==> src/rtl/uart_cmd_pkg.sv <==
// Shared definitions for the UART command path: frame FSM encoding, framing constants
// and the address field that downstream command consumers decode.
package uart_cmd_pkg;

  typedef enum logic [1:0] {
    S_HUNT    = 2'd0,
    S_PAYLOAD = 2'd1,
    S_CHECK   = 2'd2
  } state_e;

  localparam logic [7:0] DefaultHeader = 8'hAA;

  // Header + four payload bytes + checksum.
  localparam int unsigned FrameBytes   = 6;
  localparam int unsigned PayloadBytes = FrameBytes - 2;

  // Address field of a command word, compared by the address-decoded consumers.
  localparam int unsigned AddrMsb = 31;
  localparam int unsigned AddrLsb = 16;

  function automatic logic [AddrMsb-AddrLsb:0] cmd_addr(input logic [31:0] word);
    return word[AddrMsb:AddrLsb];
  endfunction

endpackage

==> src/rtl/idle_timeout_counter.sv <==
// Idle-cycle counter with clear/enable and a terminal-count flag; saturates at the
// terminal value so the flag stays asserted until the owner clears it.
module idle_timeout_counter #(
  parameter int unsigned Width    = 24,
  parameter int unsigned Terminal = 99999
) (
  input  logic clk,
  input  logic rst,
  input  logic clr_i,
  input  logic en_i,
  output logic tc_o
);

  localparam logic [Width-1:0] TermCount = Width'(Terminal);

  logic [Width-1:0] count_q, count_d;

  always_comb begin
    count_d = count_q;
    if (clr_i) begin
      count_d = '0;
    end else if (en_i && !tc_o) begin
      count_d = count_q + Width'(1);
    end
  end

  always_ff @(posedge clk) begin
    if (rst) begin
      count_q <= '0;
    end else begin
      count_q <= count_d;
    end
  end

  assign tc_o = (count_q == TermCount);

endmodule

==> src/rtl/uart_frame_assembler.sv <==
// Assembles header / 4-byte payload / XOR checksum frames from the UART byte stream into
// validated 32-bit command words, with inter-byte timeout recovery.
module uart_frame_assembler
  import uart_cmd_pkg::*;
#(
  parameter logic [7:0]  HEADER         = DefaultHeader,
  parameter int unsigned TIMEOUT_CYCLES = 100000
) (
  input  logic        clk,
  input  logic        rst,
  input  logic [7:0]  rx_data,
  input  logic        rx_valid,
  output logic [31:0] uart_reg,
  output logic        uart_ready,
  output logic        frame_err,
  output logic        timeout_err,
  output logic        busy
);

  localparam logic [1:0] LastIdx = 2'(PayloadBytes - 1);

  state_e      state_q, state_d;
  logic [31:0] shadow_q, shadow_d;
  logic [7:0]  csum_q, csum_d;
  logic [1:0]  idx_q, idx_d;
  logic [31:0] uart_reg_q, uart_reg_d;
  logic        ready_q, ready_d;
  logic        ferr_q, ferr_d;
  logic        terr_q, terr_d;
  logic        busy_q;

  logic in_frame;
  logic idle_tc;
  logic timed_out;

  assign in_frame  = (state_q != S_HUNT);
  // An arriving byte always beats the timeout in the same cycle.
  assign timed_out = in_frame && idle_tc && !rx_valid;

  idle_timeout_counter #(
    .Width    (24),
    .Terminal (TIMEOUT_CYCLES - 1)
  ) u_idle_timeout (
    .clk   (clk),
    .rst   (rst),
    .clr_i (!in_frame || rx_valid),
    .en_i  (in_frame),
    .tc_o  (idle_tc)
  );

  // State register.
  always_ff @(posedge clk) begin
    if (rst) begin
      state_q <= S_HUNT;
    end else begin
      state_q <= state_d;
    end
  end

  // Next-state logic.
  always_comb begin
    state_d = state_q;
    if (timed_out) begin
      state_d = S_HUNT;
    end else if (rx_valid) begin
      case (state_q)
        S_HUNT: begin
          if (rx_data == HEADER) begin
            state_d = S_PAYLOAD;
          end
        end
        S_PAYLOAD: begin
          if (idx_q == LastIdx) begin
            state_d = S_CHECK;
          end
        end
        S_CHECK: state_d = S_HUNT;
        default: state_d = S_HUNT;
      endcase
    end
  end

  // Datapath and output next values.
  always_comb begin
    shadow_d   = shadow_q;
    csum_d     = csum_q;
    idx_d      = idx_q;
    uart_reg_d = uart_reg_q;
    ready_d    = 1'b0;
    ferr_d     = 1'b0;
    terr_d     = 1'b0;
    if (timed_out) begin
      terr_d   = 1'b1;
      shadow_d = '0;
      csum_d   = '0;
      idx_d    = '0;
    end else if (rx_valid) begin
      case (state_q)
        S_HUNT: begin
          if (rx_data == HEADER) begin
            idx_d  = '0;
            csum_d = '0;
          end
        end
        S_PAYLOAD: begin
          // A header-valued byte here is payload, not a restart.
          shadow_d = {shadow_q[23:0], rx_data};
          csum_d   = csum_q ^ rx_data;
          idx_d    = idx_q + 2'd1;
        end
        S_CHECK: begin
          if (rx_data == csum_q) begin
            uart_reg_d = shadow_q;
            ready_d    = 1'b1;
          end else begin
            ferr_d = 1'b1;
          end
        end
        default: begin
          idx_d = '0;
        end
      endcase
    end
  end

  always_ff @(posedge clk) begin
    if (rst) begin
      shadow_q   <= '0;
      csum_q     <= '0;
      idx_q      <= '0;
      uart_reg_q <= '0;
      ready_q    <= 1'b0;
      ferr_q     <= 1'b0;
      terr_q     <= 1'b0;
      busy_q     <= 1'b0;
    end else begin
      shadow_q   <= shadow_d;
      csum_q     <= csum_d;
      idx_q      <= idx_d;
      uart_reg_q <= uart_reg_d;
      ready_q    <= ready_d;
      ferr_q     <= ferr_d;
      terr_q     <= terr_d;
      busy_q     <= (state_d != S_HUNT);
    end
  end

  assign uart_reg    = uart_reg_q;
  assign uart_ready  = ready_q;
  assign frame_err   = ferr_q;
  assign timeout_err = terr_q;
  assign busy        = busy_q;

endmodule

==> config.mk <==
export PLATFORM = sky130hd
export DESIGN_NAME = uart_frame_assembler
export DESIGN_NICKNAME = d
export VERILOG_FILES = /design/src/rtl/uart_cmd_pkg.sv /design/src/rtl/idle_timeout_counter.sv /design/src/rtl/uart_frame_assembler.sv
export SDC_FILE = /design/constraint.sdc
export NUM_CORES = 1
export LEC_CHECK = 0
export ABC_AREA = 1
export CAP_MARGIN = 25
export CORE_MARGIN = 4
export CORE_UTILIZATION = 45
export CTS_BUF_LIST = sky130_fd_sc_hd__clkbuf_8
export CTS_CLUSTER_DIAMETER = 30
export DETAILED_ROUTE_END_ITERATION = 10
export GPL_ROUTABILITY_DRIVEN = 0
export PLACE_DENSITY = 0.68
export SLEW_MARGIN = 20
export SYNTH_ARGS = -nofsm -noshare
export SYNTH_HDL_FRONTEND = slang
export SYNTH_SLANG_ARGS = --single-unit
==> constraint.sdc <==
create_clock -name clk -period 4.12 [get_ports clk]
set_clock_uncertainty 0.1 [all_clocks]
set_input_delay 0.824 -clock clk [delete_from_list [all_inputs] [get_ports clk]]
set_output_delay 0.824 -clock clk [all_outputs]
set_load 0.01 [all_outputs]
==> results_dict.tcl, run 1 <==
set metrics [dict create \
    netlist.area_leader.share 0.438 \
    start_util 0.460 \
    ir_drop_mv 0.144 \
    vias 4275 \
    period_minus_slack_ns 2.38 \
    worst_ep_arrival_time_ns 2.51 \
    ys_seq_area_frac 0.438 \
    die_w_um 111 \
    required_ns 4.26 \
    die_h_um 111 \
    cts_buffers 9 \
    grtUsageTotal 0.172 \
    cts_sinks 104 \
    fmax_mhz 420 \
    avgRoutedWirePerCell_um 11.6 \
    finalCoreUtilization 0.529 \
    cp-end-kind "flop" \
    yosys.area_share.xor_xnor 0.0387 \
    synth-compound-area-share 0.0666 \
    status "finished, final reports clean" \
    finalMaxSlewViolations 0 \
    async_flop_share 0 \
    drt_iter0_drc 223 \
    synth_flop_cell "dfxtp_1" \
    layout-drive-gt1-share 0.0389 \
    io_buffers 46 \
    rsz0062_at_grt "false" \
    power_density_nw_per_um2 310 \
    cts_tree "built" \
    drv_cap 0 \
    post_cts_resized 0 \
    worst-setup-path-type "reg2reg" \
    core_um2 10300 \
    cts-root-buf "clkbuf_8" \
    drt_wl_total_mm 10.2 \
    syn_nets 723 \
    clockBufferDepth 2 \
    synth_edf_count 0 \
    synth_area_um2 4750 \
    power_mw 1.69 \
    ys_warn_count 0 \
    io_pins 47 \
    clkSlewWorstSetupHoldPaths_ns 0.10 \
    slew_headroom 0.520 \
    cts_setup_buffers 0 \
    synth-simple-area-share 0.362 \
    ctsHtreeMaxLevel 3 \
    place_hpwl_mm 7.12 \
    tightest_slew_ns 0.719 \
    leakage_nw 2.11 \
    cts_hold_buf 0 \
    yosys_register_bits 104 \
    synth_cell_types 27 \
    synth_top_family_by_area "simple AND/OR/NAND/NOR gates" \
    grt_pass1_wl_mm 17.9 \
    syn_inst 710 \
    setup_viol 0 \
    grt_use_met1 0.242 \
    synth_area_leaders "dfxtp_1 (44%), nand2_1 (18%), nor2_1 (9.7%)" \
    fin_nets 753 \
    hold_viol 0 \
    die_area_um2 12300 \
    firstDrtPassIters 5 \
    grt_max_degree 66 \
    postRouteAntennaNets 0 \
    gr-total-overflow 0 \
    synth_most_common_cell "nand2_1" \
    fin_setup_tns_ns 0 \
    dp_cells 865 \
    drc 0 \
    rows 37 \
    fin_hold_ws_ns 0.372 \
    area_delta_synth_final_pct 14.9 \
    n_antenna_cell 0 \
    first_global_vias 3918 \
    stdcell_count 881 \
    grt.busiest_layer "met2" \
    yosys-top-cells-count "nand2_1 (231), nor2_1 (123), dfxtp_1 (104), inv_1 (62), a21oi_1 (57)" \
    netlist.top_cell.by_area "dfxtp_1" \
    grt_use_met2 0.255 \
    worst_skew_pair.late_latency_ns 0.36 \
    syn_area_per_cell_um2 6.69 \
    antenna_found_initial 0 \
    holdCritPathClass "reg2reg" \
    path_max_fanout 35 \
    synth_mux_area_frac 0 \
    finalCritPeriodShare 0.577 \
    via_per_inst 4.85 \
    cp-start-kind "flop" \
    synth_fa_ha_area_frac 0.00527 \
    met3_usage 0.0338 \
]
-- per-layer routing --
metal | part of all wire | vias up
li1 | - | 2259
met1 | 0.50 | 1900
met2 | 0.44 | 98
met3 | 0.042 | 18
met4 | 0.018 | 0
met5 | 0 | -
-- logic make-up after synthesis --
logic type               Yosys count
AND/OR/NAND/NOR                  423
flip-flops                       104
buffers and inverters             98
AO/OA/AOI/OAI                     62
XOR/XNOR                          21
adder cells (fa/ha/maj)            2
-- layout make-up --
cell class / count / area [um^2]
clock buffers: 10 / 138
fillers: 1030 / 4860
multi-input cells: 508 / 2260
clock inverters: 6 / 66.3
repair buffers: 51 / 498
inverters: 66 / 248
well taps: 136 / 170
flip-flops and latches: 104 / 2080
-- power breakdown --
| part | internal, mW | switching, mW | leakage [nW] | total, mW |
|---|---|---|---|---|
| registers | 1.00 | 0.0000981 | 0.837 | 1.00 |
| logic | 0.0143 | 0.0238 | 1.17 | 0.0381 |
| clock network | 0.301 | 0.349 | 0.106 | 0.650 |
-- worst max-delay path, stage by stage (launching register included) --
cell,delay [ns]
dfxtp_1,0.41
ha_1,0.27
nand3_2,0.16
nor2_2,0.19
nand3_4,0.22
o21ai_4,0.39
buf_4,0.41
a21oi_1,0.08
-- through the flow --
step	instance area, um^2	worst slack, ns
finish	5460	1.74
global route	5460	1.58
CTS	5460	1.74
detailed placement	5260	1.41
global placement	5260	1.43
floorplan	4750	2.21
-- final timing paths --
kind / startpoint / end / slack, ns / cells past startpoint
worst max-delay path: u_idle_timeout.count_q[0] / idx_q[1] / 1.74 / 7
worst min-delay path: shadow_q[29] / shadow_q[29] / 0.37 / 2
worst max register to register: u_idle_timeout.count_q[0] / idx_q[1] / 1.74 / 7
worst min register to register: shadow_q[29] / shadow_q[29] / 0.37 / 2
-- placed cells by master (no fill, tap or decap), types with 3 or more instances in the layout --
master           instances
dfxtp_1                104
buf_4                    5
xor2_1                  10
nand4_1                 10
nor2_1                 123
a21oi_1                 57
nor3_1                  15
inv_1                   63
nand2_1                231
clkbuf_8                10
o21ai_0                  3
clkdlybuf4s50_1         46
nand3_1                 34
xnor2_1                 11
(Power assumes the default switching activity.)
==> run 2: changes to the inputs <==
Settings changed: PLACE_DENSITY 0.68 to 0.71.
Clock period 4.12 ns to 2 ns, I/O delays scaled along.
==> run 2 against run 1 <==
  * Die area unchanged
  * Hold slack improved by 0.0025 ns
  * Clock-buffer cell count down 1
  * Worst setup slack got worse by 1.5 ns
  * Critical path type is now reg2out
  * Highest routed layer unchanged
==> results_dict.tcl, run 2 (same netlist as run 1, synthesis figures left out) <==
set metrics [dict create \
    required_ns 1.50 \
    rrSetupSlack_ns 0.22 \
    finalMaxSlewViolations 0 \
    layout-drive-gt1-share 0.0775 \
    place_hpwl_mm 7.72 \
    slowest_delay_ns 0.57 \
    postRouteAntennaNets 0 \
    drc 0 \
    worstReg2RegEnd "frame_err" \
    stdcell_count 910 \
    leakage_nw 2.27 \
    die_h_um 111 \
    hold_viol 0 \
    antenna_found_initial 0 \
    cts-root-buf "clkbuf_8" \
    ir_drop_mv 0.414 \
    final_area_um2 5750 \
    period_minus_slack_ns 1.81 \
    via_per_inst 4.87 \
    fillCellCount 956 \
    holdPathStages 2 \
    cts_hold_buf 0 \
    hold_end "shadow_q[24]" \
    drt_wl_total_mm 10.7 \
    fmax_mhz 553 \
    worst_ep_arrival_time_ns 1.31 \
    worstPathCellList "clkdlybuf4s50_1" \
    worst_path_max_delay_cell "clkdlybuf4s50_1" \
    firstDrtPassIters 5 \
    path_max_fanout 2 \
    rows 37 \
    area_delta_synth_final_pct 20.9 \
    worst_skew_pair.late_latency_ns 0.37 \
    grt_pass1_wl_mm 18.9 \
    cp-end-kind "output port" \
    start_util 0.460 \
    avgRoutedWirePerCell_um 11.8 \
    path_buf_inv 1 \
    clockBufferDepth 2 \
    reg2reg_from "u_idle_timeout.count_q[1]" \
    gr-total-overflow 0 \
    io_pins 47 \
    hp-start "shadow_q[24]" \
    vias 4431 \
    worst-setup-path-type "reg2out" \
    slew_headroom 0.740 \
    clkSlewWorstSetupHoldPaths_ns 0.11 \
    first_global_vias 4223 \
    core_um2 10300 \
    ctsHtreeMaxLevel 3 \
    cts_sinks 104 \
    placed_area_um2 5540 \
    n_antenna_cell 0 \
    tightest_slew_ns 0.388 \
    rsz0062_at_grt "false" \
    grt_max_degree 46 \
    cts_tree "built" \
    drv_cap 0 \
    cp-start-kind "flop" \
    finalCritPeriodShare 0.904 \
    cts_buffers 9 \
    r2r_cells 7 \
    drt_iter0_drc 305 \
    grtUsageTotal 0.180 \
    fin_hold_ws_ns 0.375 \
    holdCritPathClass "reg2reg" \
    power_density_nw_per_um2 618 \
    crit_family "buffers and inverters" \
    layout_commonest_cell "nand2_1" \
    cts_setup_buffers 0 \
    dp_cells 894 \
    die_w_um 111 \
    fin_nets 782 \
    io_buffers 46 \
    die_area_um2 12300 \
    final_cell_mix "nand2_1 (231), nor2_1 (122), dfxtp_1 (104)" \
    setup_viol 0 \
    status "finished, final reports clean" \
    post_cts_resized 0 \
]
## run 2: worst max path at each step
stage                         startpoint                    endpoint  slack, ns  cells after the start
2_1_floorplan  u_idle_timeout.count_q[0]                        busy       0.30                      8
3_3_place_gp                  rx_data[3]                uart_reg[23]      -0.04                      8
3_5_place_dp                  rx_data[0]                 uart_reg[0]      -0.09                      9
4_1_cts                     uart_reg[13]                uart_reg[13]       0.16                      1
5_1_grt        u_idle_timeout.count_q[2]  u_idle_timeout.count_q[17]       0.01                      8
6_report                    uart_reg[15]                uart_reg[15]       0.19                      1
## run 2: through the flow
step                setup slack [ns]  utilization  setup TNS [ns]  power (mW)
floorplan                      0.302            -               0        2.16
global placement             -0.0438        0.536         -0.0746        2.22
detailed placement           -0.0861        0.536           -1.14        2.23
CTS                            0.163        0.556               0        3.60
global route                  0.0140        0.557               0        3.69
finish                         0.193        0.557               0        3.55
## run 2: where the power goes
| group | switching, mW | internal, mW | leakage [nW] |
|---|---|---|---|
| logic | 0.0561 | 0.0533 | 1.33 |
| clock network | 0.768 | 0.603 | 0.103 |
| registers | 0.000198 | 2.07 | 0.837 |
## run 2: per-layer routing
metal	part of all wire	vias up	GRT usage
met5	0	-	0
met4	0.020	0	0.0550
met3	0.045	21	0.0475
met2	0.45	87	0.290
met1	0.49	2011	0.238
li1	-	2312	-
## run 2: cell type report
class                           count  area [um^2]  area share
Sequential cell                   104         2080       0.362
Multi-Input combinational cell    508         2260       0.393
Clock inverter                      7         83.8      0.0146
Clock buffer                        9          124      0.0216
Inverter                           66          248      0.0431
Tap cell                          136          170      0.0296
Timing Repair Buffer               80          778       0.135
==> run 3: changes to the inputs <==
Settings changed: CAP_MARGIN 25 to 20, CORE_ASPECT_RATIO from default to 1.5.
==> run 3 against run 2 <==
  * Sequential cell count is the same
  * Worst setup slack lost 0.016 ns
  * Combinational power is essentially flat
  * Critical path type unchanged
  * Largest cell class unchanged
==> results_dict.tcl, run 3 (same netlist as run 1, synthesis figures left out) <==
set metrics [dict create \
    p_clk_frac 0.356 \
    worst_path_max_delay_cell "clkdlybuf4s50_1" \
    p_sw_mw 0.800 \
    rows 45 \
    path_max_fanout 2 \
    worstPathCellList "clkdlybuf4s50_1" \
    path_buf_inv 1 \
    dp_cells 893 \
    crit_family "buffers and inverters" \
    firstDrtPassIters 5 \
    fmax_mhz 548 \
    final_cell_mix "nand2_1 (231), nor2_1 (122), dfxtp_1 (104)" \
    slowest_delay_ns 0.56 \
    setup_ws_ns 0.177 \
    worst-setup-path-type "reg2out" \
    clockBufferDepth 2 \
    fin_hold_ws_ns 0.370 \
    rsz0062_at_grt "false" \
    leakage_nw 2.22 \
    cp-end-kind "output port" \
    sequentialPowerShare 0.612 \
    layout-drive-gt1-share 0.0691 \
    io_pins 47 \
    layout_commonest_cell "nand2_1" \
    period_minus_slack_ns 1.82 \
    status "finished, final reports clean" \
    start_util 0.464 \
    clkSlewWorstSetupHoldPaths_ns 0.10 \
    power_density_nw_per_um2 596 \
    switching_share 0.237 \
    die_h_um 134 \
    die_area_um2 12300 \
    avgRoutedWirePerCell_um 11.6 \
    cts_tree "built" \
    grtUsageTotal 0.178 \
    place_hpwl_mm 7.53 \
    worst_skew_pair.late_latency_ns 0.37 \
    n_antenna_cell 0 \
    setup_viol 0 \
    io_buffers 46 \
    first_global_vias 4018 \
    grt_max_degree 66 \
    drc 0 \
    vias 4364 \
    place_ws_ns -0.151 \
    multi_input_area_um2 2260 \
    ir_drop_mv 0.413 \
    core_um2 10200 \
    slew_headroom 0.735 \
    seq_area_um2 2080 \
    p_int_mw 2.58 \
    hold_viol 0 \
    area_delta_synth_final_pct 19.4 \
    postRouteAntennaNets 0 \
    required_ns 1.50 \
    tightest_slew_ns 0.396 \
    grt_pass1_wl_mm 18.1 \
    finalMaxSlewViolations 0 \
    die_w_um 91.9 \
    drv_cap 0 \
    holdCritPathClass "reg2reg" \
    drt_iter0_drc 263 \
    fin_nets 776 \
    stdcell_count 908 \
    via_per_inst 4.81 \
    cts_sinks 104 \
    gr-total-overflow 0 \
    fillCellCount 1019 \
    rrSetupSlack_ns 0.20 \
    cts_buffers 9 \
    finalCritPeriodShare 0.912 \
    fin_setup_tns_ns 0 \
    cp-start-kind "flop" \
    worst_ep_arrival_time_ns 1.32 \
    antenna_found_initial 0 \
    drt_wl_total_mm 10.5 \
    cts-root-buf "clkbuf_8" \
    ctsHtreeMaxLevel 3 \
    p_comb_frac 0.031 \
]
==> run 3: cell types whose count changed in the layout (fill, tap and decap cells not counted) <==
| cell | previous run | this run |
|---|---|---|
| buf_4 | 29 | 23 |
| bufinv_16 | 1 | 0 |
| clkinvlp_4 | 1 | 2 |
| inv_8 | 1 | 0 |
==> run 3: area by class of cell <==
class | count | share of cell area
multi-input combinational | 508 | 0.398
sequential | 104 | 0.367
timing repair buffer | 74 | 0.129
inverter | 66 | 0.0437
tap | 141 | 0.0311
clock buffer | 9 | 0.0218
clock inverter | 6 | 0.00882
==> run 3: per-stage QoR <==
step	area (um^2)	power [mW]	utilization
5_1_grt	5670	3.50	0.554
6_report	5670	3.38	0.554
3_5_place_dp	5500	2.22	0.536
2_1_floorplan	4750	2.16	-
3_3_place_gp	5500	2.22	0.536
4_1_cts	5670	3.42	0.553
==> run 3: layer usage <==
| metal | share of wire | wire length (um) | track usage | vias to the layer above |
|---|---|---|---|---|
| li1 | - | - | - | 2306 |
| met5 | 0 | 0 | 0 | - |
| met4 | 0.028 | 292 | 0.0934 | 0 |
| met1 | 0.44 | 4610 | 0.220 | 1953 |
| met2 | 0.50 | 5200 | 0.292 | 83 |
| met3 | 0.037 | 391 | 0.0331 | 22 |
==> run 3: power by group through the flow <==
stage	registers (mW)	logic [mW]	clock network, mW
2_1_floorplan	2.12	0.0465	0
3_3_place_gp	2.12	0.106	0
3_5_place_dp	2.12	0.106	0
4_1_cts	2.07	0.107	1.24
5_1_grt	2.07	0.116	1.31
6_report	2.07	0.106	1.20
==> run 3: repair_timing <==
action	CTS	global route
setup endpoints to repair	0	1
hold buffers	0	0
setup buffers	0	0
gates resized for setup	0	1
==> run 3: path summary, 6_finish.rpt <==
| check | cells after the start | start | endpoint |
|---|---|---|---|
| max | 1 | uart_reg[8] | uart_reg[8] |
| min | 2 | shadow_q[30] | shadow_q[30] |
| max reg2reg | 8 | u_idle_timeout.count_q[1] | u_idle_timeout.count_q[22] |
| min reg2reg | 2 | shadow_q[30] | shadow_q[30] |
